<file path="config.mk">
export PLATFORM = sky130hd
export DESIGN_NAME = prime_collector
export DESIGN_NICKNAME = d
export VERILOG_FILES = /design/src/rtl/prime_pkg.sv /design/src/rtl/prime_fifo.sv /design/src/rtl/prime_collector.sv
export SDC_FILE = /design/constraint.sdc
export NUM_CORES = 1
export LEC_CHECK = 0
export CORE_ASPECT_RATIO = 0.5
export CORE_MARGIN = 2
export CORE_UTILIZATION = 45
export CTS_CLUSTER_DIAMETER = 40
export CTS_CLUSTER_SIZE = 24
export DETAILED_ROUTE_END_ITERATION = 10
export DONT_BUFFER_PORTS = 1
export PLACE_DENSITY = 0.66
export SLEW_MARGIN = 10
export SYNTH_ARGS = -nofsm -noshare
export SYNTH_HDL_FRONTEND = slang
export SYNTH_SLANG_ARGS = --single-unit
</file>
<file path="constraint.sdc">
create_clock -name clk -period 4.73 [get_ports clk]
set_input_delay 0.946 -clock clk [delete_from_list [all_inputs] [get_ports clk]]
set_output_delay 0.946 -clock clk [all_outputs]
set_load 0.01 [all_outputs]
</file>
<file path="src/rtl/prime_pkg.sv">
// Shared types and default sizing for the prime collector slice.
package prime_pkg;

  localparam int unsigned W_DEFAULT     = 32;
  localparam int unsigned DEPTH_DEFAULT = 8;
  localparam int unsigned CNT_W_DEFAULT = 16;

  // Sweep control states of the collector.
  typedef enum logic [1:0] {
    IDLE = 2'd0,
    RUN  = 2'd1,
    HOLD = 2'd2
  } state_t;

endpackage : prime_pkg

</file>
<file path="src/rtl/prime_fifo.sv">
// Prime value FIFO with registered head; power-of-two depth, extra pointer MSB
// distinguishes full from empty. A push into a full FIFO is accepted only when
// a pop happens in the same cycle.
module prime_fifo #(
  parameter int unsigned W     = 32,
  parameter int unsigned DEPTH = 8
) (
  input  logic         clk,
  input  logic         rst,
  input  logic         push,
  input  logic [W-1:0] push_data,
  output logic         full,
  input  logic         pop,
  output logic         head_valid,
  output logic [W-1:0] head_data
);

  localparam int unsigned AW = $clog2(DEPTH);
  localparam int unsigned PW = AW + 1;

  logic [W-1:0]  mem [DEPTH];
  logic [PW-1:0] wr_ptr;
  logic [PW-1:0] rd_ptr;
  logic [PW-1:0] wr_next;
  logic [PW-1:0] rd_next;
  logic          do_push;
  logic          do_pop;
  logic [W-1:0]  head_next;

  // Next pointers and the value that becomes the head after this edge.
  always_comb begin
    do_pop  = pop && head_valid;
    do_push = push && (!full || do_pop);
    wr_next = do_push ? wr_ptr + PW'(1) : wr_ptr;
    rd_next = do_pop  ? rd_ptr + PW'(1) : rd_ptr;
    // Bypass when the slot being written is the one that becomes the head.
    if (do_push && (rd_next[AW-1:0] == wr_ptr[AW-1:0])) begin
      head_next = push_data;
    end else begin
      head_next = mem[rd_next[AW-1:0]];
    end
  end

  // Storage write; contents are don't-care until the pointers cover them.
  always_ff @(posedge clk) begin
    if (do_push) begin
      mem[wr_ptr[AW-1:0]] <= push_data;
    end
  end

  // Pointers, registered full/valid flags and registered head value.
  always_ff @(posedge clk) begin
    if (rst) begin
      wr_ptr     <= '0;
      rd_ptr     <= '0;
      full       <= 1'b0;
      head_valid <= 1'b0;
      head_data  <= '0;
    end else begin
      wr_ptr     <= wr_next;
      rd_ptr     <= rd_next;
      full       <= (wr_next[AW] != rd_next[AW]) &&
                    (wr_next[AW-1:0] == rd_next[AW-1:0]);
      head_valid <= (wr_next != rd_next);
      if (wr_next != rd_next) begin
        head_data <= head_next;
      end
    end
  end

endmodule : prime_fifo

</file>
<file path="src/rtl/prime_collector.sv">
// Collects primes from a counter/is_prime stream into a FIFO and keeps
// per-sweep statistics, held for acknowledgement after the counter carry.
// Optional gap tracking: define PRIME_COLLECTOR_GAP_EN to enable max_gap.
module prime_collector
  import prime_pkg::*;
#(
  parameter int unsigned W     = W_DEFAULT,
  parameter int unsigned DEPTH = DEPTH_DEFAULT,
  parameter int unsigned CNT_W = CNT_W_DEFAULT
) (
  input  logic             clk,
  input  logic             rst,
  input  logic             in_valid,
  input  logic [W-1:0]     in_cnt,
  input  logic             in_is_p,
  input  logic             in_carry,
  output logic             out_valid,
  input  logic             out_ready,
  output logic [W-1:0]     out_data,
  output logic             sum_valid,
  input  logic             sum_ack,
  output logic [CNT_W-1:0] prime_count,
  output logic [W-1:0]     last_prime,
  output logic [W-1:0]     max_gap,
  output logic             overflow
);

  state_t state_q;
  state_t state_d;
  logic   accept;
  logic   clear_stats;
  logic   fifo_full;
  logic   fifo_pop;
  logic   overflow_hit;

  // Sweep state register.
  always_ff @(posedge clk) begin
    if (rst) begin
      state_q <= IDLE;
    end else begin
      state_q <= state_d;
    end
  end

  // Next state, sample acceptance and stats clear.
  always_comb begin
    state_d     = state_q;
    accept      = 1'b0;
    clear_stats = 1'b0;
    unique case (state_q)
      IDLE: begin
        if (in_valid) begin
          accept  = in_is_p;
          state_d = in_carry ? HOLD : RUN;
        end
      end
      RUN: begin
        if (in_valid) begin
          accept = in_is_p;
          if (in_carry) begin
            state_d = HOLD;
          end
        end
      end
      HOLD: begin
        if (sum_ack) begin
          clear_stats = 1'b1;
          state_d     = RUN;
        end
      end
      default: state_d = IDLE;
    endcase
  end

  // Drop detection: full FIFO with no pop freeing a slot this cycle.
  always_comb begin
    fifo_pop     = out_valid && out_ready;
    overflow_hit = accept && fifo_full && !fifo_pop;
  end

  prime_fifo #(
    .W     (W),
    .DEPTH (DEPTH)
  ) u_fifo (
    .clk        (clk),
    .rst        (rst),
    .push       (accept),
    .push_data  (in_cnt),
    .full       (fifo_full),
    .pop        (fifo_pop),
    .head_valid (out_valid),
    .head_data  (out_data)
  );

  // Summary flag follows the state so it rises together with HOLD.
  always_ff @(posedge clk) begin
    if (rst) begin
      sum_valid <= 1'b0;
    end else begin
      sum_valid <= (state_d == HOLD);
    end
  end

  // Prime count (saturating), last prime and sticky overflow.
  always_ff @(posedge clk) begin
    if (rst) begin
      prime_count <= '0;
      last_prime  <= '0;
      overflow    <= 1'b0;
    end else begin
      if (clear_stats) begin
        prime_count <= '0;
        last_prime  <= '0;
      end else if (accept) begin
        if (prime_count != {CNT_W{1'b1}}) begin
          prime_count <= prime_count + CNT_W'(1);
        end
        last_prime <= in_cnt;
      end
      if (overflow_hit) begin
        overflow <= 1'b1;
      end
    end
  end

`ifdef PRIME_COLLECTOR_GAP_EN
  logic         have_prev;
  logic [W-1:0] gap;

  // Distance to the previous prime, modulo 2^W.
  always_comb begin
    gap = in_cnt - last_prime;
  end

  // Largest gap this sweep; the first prime of a sweep only arms have_prev.
  always_ff @(posedge clk) begin
    if (rst) begin
      have_prev <= 1'b0;
      max_gap   <= '0;
    end else if (clear_stats) begin
      have_prev <= 1'b0;
      max_gap   <= '0;
    end else if (accept) begin
      have_prev <= 1'b1;
      if (have_prev && (gap > max_gap)) begin
        max_gap <= gap;
      end
    end
  end
`else
  assign max_gap = '0;
`endif

endmodule : prime_collector

</file>
==> metrics.csv <==
metric,value,unit
clock latency on the worst-skew pair,0.51,ns
Final WS setup,1.31,ns
post-synth top area cell,edfxtp_1,
flop2flop setup slack,1.31,ns
global-route wire length before repair,48100,µm
Lkg Pwr,0.00551,µW
vias in the first global route,7905,
DR iter-0 viols,660,
die area,33300,µm²
clk sink count,350,
fmax,292,MHz
R2R Path Start,u_fifo.head_valid,
Worst Setup SP,u_fifo.head_valid,
Mapped Cells,998,
postcts setup bufs,0,
Post-Syn Area,14300,µm²
clock slew at reported path FFs,0.07,ns
die width,256,µm
reg2reg end,u_fifo.head_data[27],
"Largest stage delay, worst path",0.71,ns
CP max FO,20,
Critical Path End Type,register,
worst path required time,5.07,ns
final net count,1036,
antenna violations before repair,0,
Worst Reg-to-Reg Cells,7,
WL/cell,22.4,µm
period utilization,0.723,
VDD IR-drop max,0.000200,V
Stages on worst setup path,7,
port buffer count,0,
synth warn,0,
post-synthesis cell type count,61,
startpoint types,register,
antenna cells,0,
worst hold path depth,1,
Die Ht,130,µm
Commonest cells post-synth,"edfxtp_1 (256), nand2_1 (95), dfxtp_1 (94)",
Vias/cell,5.75,
largest net degree at the start of global routing,69,
CTS tree,done,
"CP delay by family, top",compound AO/OA/AOI/OAI gates,
post-route ant nets,0,
WP buf/inv,1,
H-tree levels,2,
clock buffer depth,3,
Area Growth Syn to Fin,10.8,%
CP endpoint,u_fifo.head_data[27],
Synth top area share,0.538,
outcome,"finished, final reports clean",
FP Rows,46,
unrepaired setup endpoints after global routing,false,
min Tclk post-route,3.42,ns
average cell area after synthesis,14.3,µm²
Max-Cap Viols,0,
Routed WL,32600,µm
crit path cell chain,a21boi_0 -> nor2_1 -> o211a_1 -> o21bai_2 -> or2_1 -> buf_8 -> o22ai_1,
Num CTS Buffers,36,
Core Area,31500,µm²
Post-route DRC,0,
post-cts hold buffer count,0,
Starting Density,0.454,
clk_skew,0.0286,ns
crit path DAT,3.76,ns
Final Util,0.502,
pre-CTS setup slack,0.742,ns
Clock Tree Root,clkbuf_16,
most frequent cell after synthesis,edfxtp_1,
Setup TNS Final,0,ns
Async SR Flop Fraction,0,
final setup vio count,0,
final hold vios,0,
grt ovf,0,
layout cells sized above 1,0.129,
Fillers,2611,
fin. max-slew vios,0,
dpl hpwl,19500,µm
Slew Limit Headroom,0.322,
multi-input logic area,4260,µm²
post-CTS sizing,0,
router iterations before antenna repair,5,
GPL Wtd Cong,0.829,
Power Dens Cells,439,nW/µm²
leading post-synthesis cells by cell area,"edfxtp_1 (54%), dfxtp_1 (13%), mux4_1 (5.2%)",
ys flop type,edfxtp_1,
"EDFF count, synth",256,
crit path max-delay cell type,o21bai_2,
Total Routing Usage GR,0.190,
# IOs,154,
Worst Tran Pin Value,1.02,ns
crit path kind,register to register,
Seq cells post-synth,350,
hold crit path type,input port to register,
Storage cell area,9570,µm²
part of the Yosys area used for sequential elements,0.670,
Vias,8352,
==> report_power, final <==
part / switching (µW) / total [µW] / internal (µW)
combinational: 380 / 637 / 258
sequential: 145 / 3540 / 3400
clock: 1200 / 2770 / 1570
total: 1730 / 6950 / 5220
==> final cells by class <==
class	count	area share
flip-flops and latches	350	0.605
multi-input cells	568	0.270
clock buffers	43	0.0613
well taps	432	0.0342
repair buffers	30	0.0155
clock inverters	21	0.0125
inverters	8	0.00190
==> worst min-delay path by stage <==
stage | startpoint | to | slack [ns]
after floorplan | last_prime[0] | last_prime[0] | 0.48
after global placement | last_prime[23] | last_prime[23] | 0.49
after detailed placement | last_prime[16] | last_prime[16] | 0.50
after CTS | rst | state_q[0] | 0.48
after global routing | rst | state_q[0] | 0.49
final | rst | state_q[0] | 0.50
==> state kept, by name, summed over array words and instances, names as in the netlist <==
register,cells
u_fifo.head_data,32
last_prime,32
state_q,2
sum_valid,1
overflow,1
u_fifo.mem,256
u_fifo.rd_ptr,4
u_fifo.full,1
u_fifo.wr_ptr,4
prime_count,16
u_fifo.head_valid,1
==> through the flow <==
stage / instances / area, µm² / hold WS, ns / total power [µW]
after floorplan: 1029 / 14400 / 0.481 / 4090
after global placement: 1387 / 14600 / 0.493 / 4210
after detailed placement: 1387 / 14600 / 0.495 / 4230
after CTS: 1451 / 15800 / 0.484 / 6990
after global routing: 1452 / 15800 / 0.486 / 7170
final: 1452 / 15800 / 0.500 / 6950
==> metal layers <==
metal,share of wire,wire length (µm),vias to the layer above,GRT usage
li1,-,-,3779,-
met1,0.43,14000,4248,0.247
met2,0.48,15700,265,0.320
met3,0.062,2010,60,0.0431
met4,0.028,896,0,0.0636
met5,0,0,-,0
==> logic make-up (layout without fill, tap and decap cells) <==
kind of cell             after synthesis  count (layout)  share of synthesized area
AO/OA/AOI/OAI                        178             178                     0.0846
multiplexers                          77              77                     0.0889
XOR/XNOR                              23              23                     0.0173
other                                  1              32                   0.000263
adder cells (fa/ha/maj)                3               3                    0.00263
AND/OR/NAND/NOR                      255             255                     0.0913
flip-flops                           350             350                      0.670
buffers and inverters                111             102                     0.0449
==> layout by cell type, fill, tap and decap left out, drive strengths merged, types with 2 or more instances in the layout <==
| cell | Yosys | final |
|---|---|---|
| nor3b | 3 | 3 |
| buf | 56 | 30 |
| o31ai | 17 | 17 |
| a21bo | 2 | 2 |
| nand3b | 3 | 3 |
| xnor2 | 13 | 13 |
| clkbuf | 47 | 43 |
| o21ai | 5 | 5 |
| or2 | 2 | 2 |
| xor2 | 8 | 8 |
| ha | 3 | 3 |
| nor4 | 19 | 19 |
| mux2i | 32 | 32 |
| mux2 | 15 | 15 |
| and3 | 71 | 71 |
| o22ai | 15 | 15 |
| and2 | 3 | 3 |
| nor3 | 8 | 8 |
| nand4 | 8 | 8 |
| nand2b | 2 | 2 |
| clkinvlp | 0 | 2 |
| edfxtp | 256 | 256 |
| a32oi | 2 | 2 |
| a211oi | 69 | 69 |
| nand3 | 7 | 7 |
| inv | 7 | 20 |
| a21oi | 57 | 57 |
| nand2 | 95 | 95 |
| dfxtp | 94 | 94 |
| nor2 | 30 | 30 |
| clkinv | 1 | 6 |
| xnor3 | 2 | 2 |
| mux4 | 30 | 30 |
| a21boi | 3 | 3 |
| conb | 1 | 32 |
| or3 | 2 | 2 |
Power figures use the tool's default switching activity.
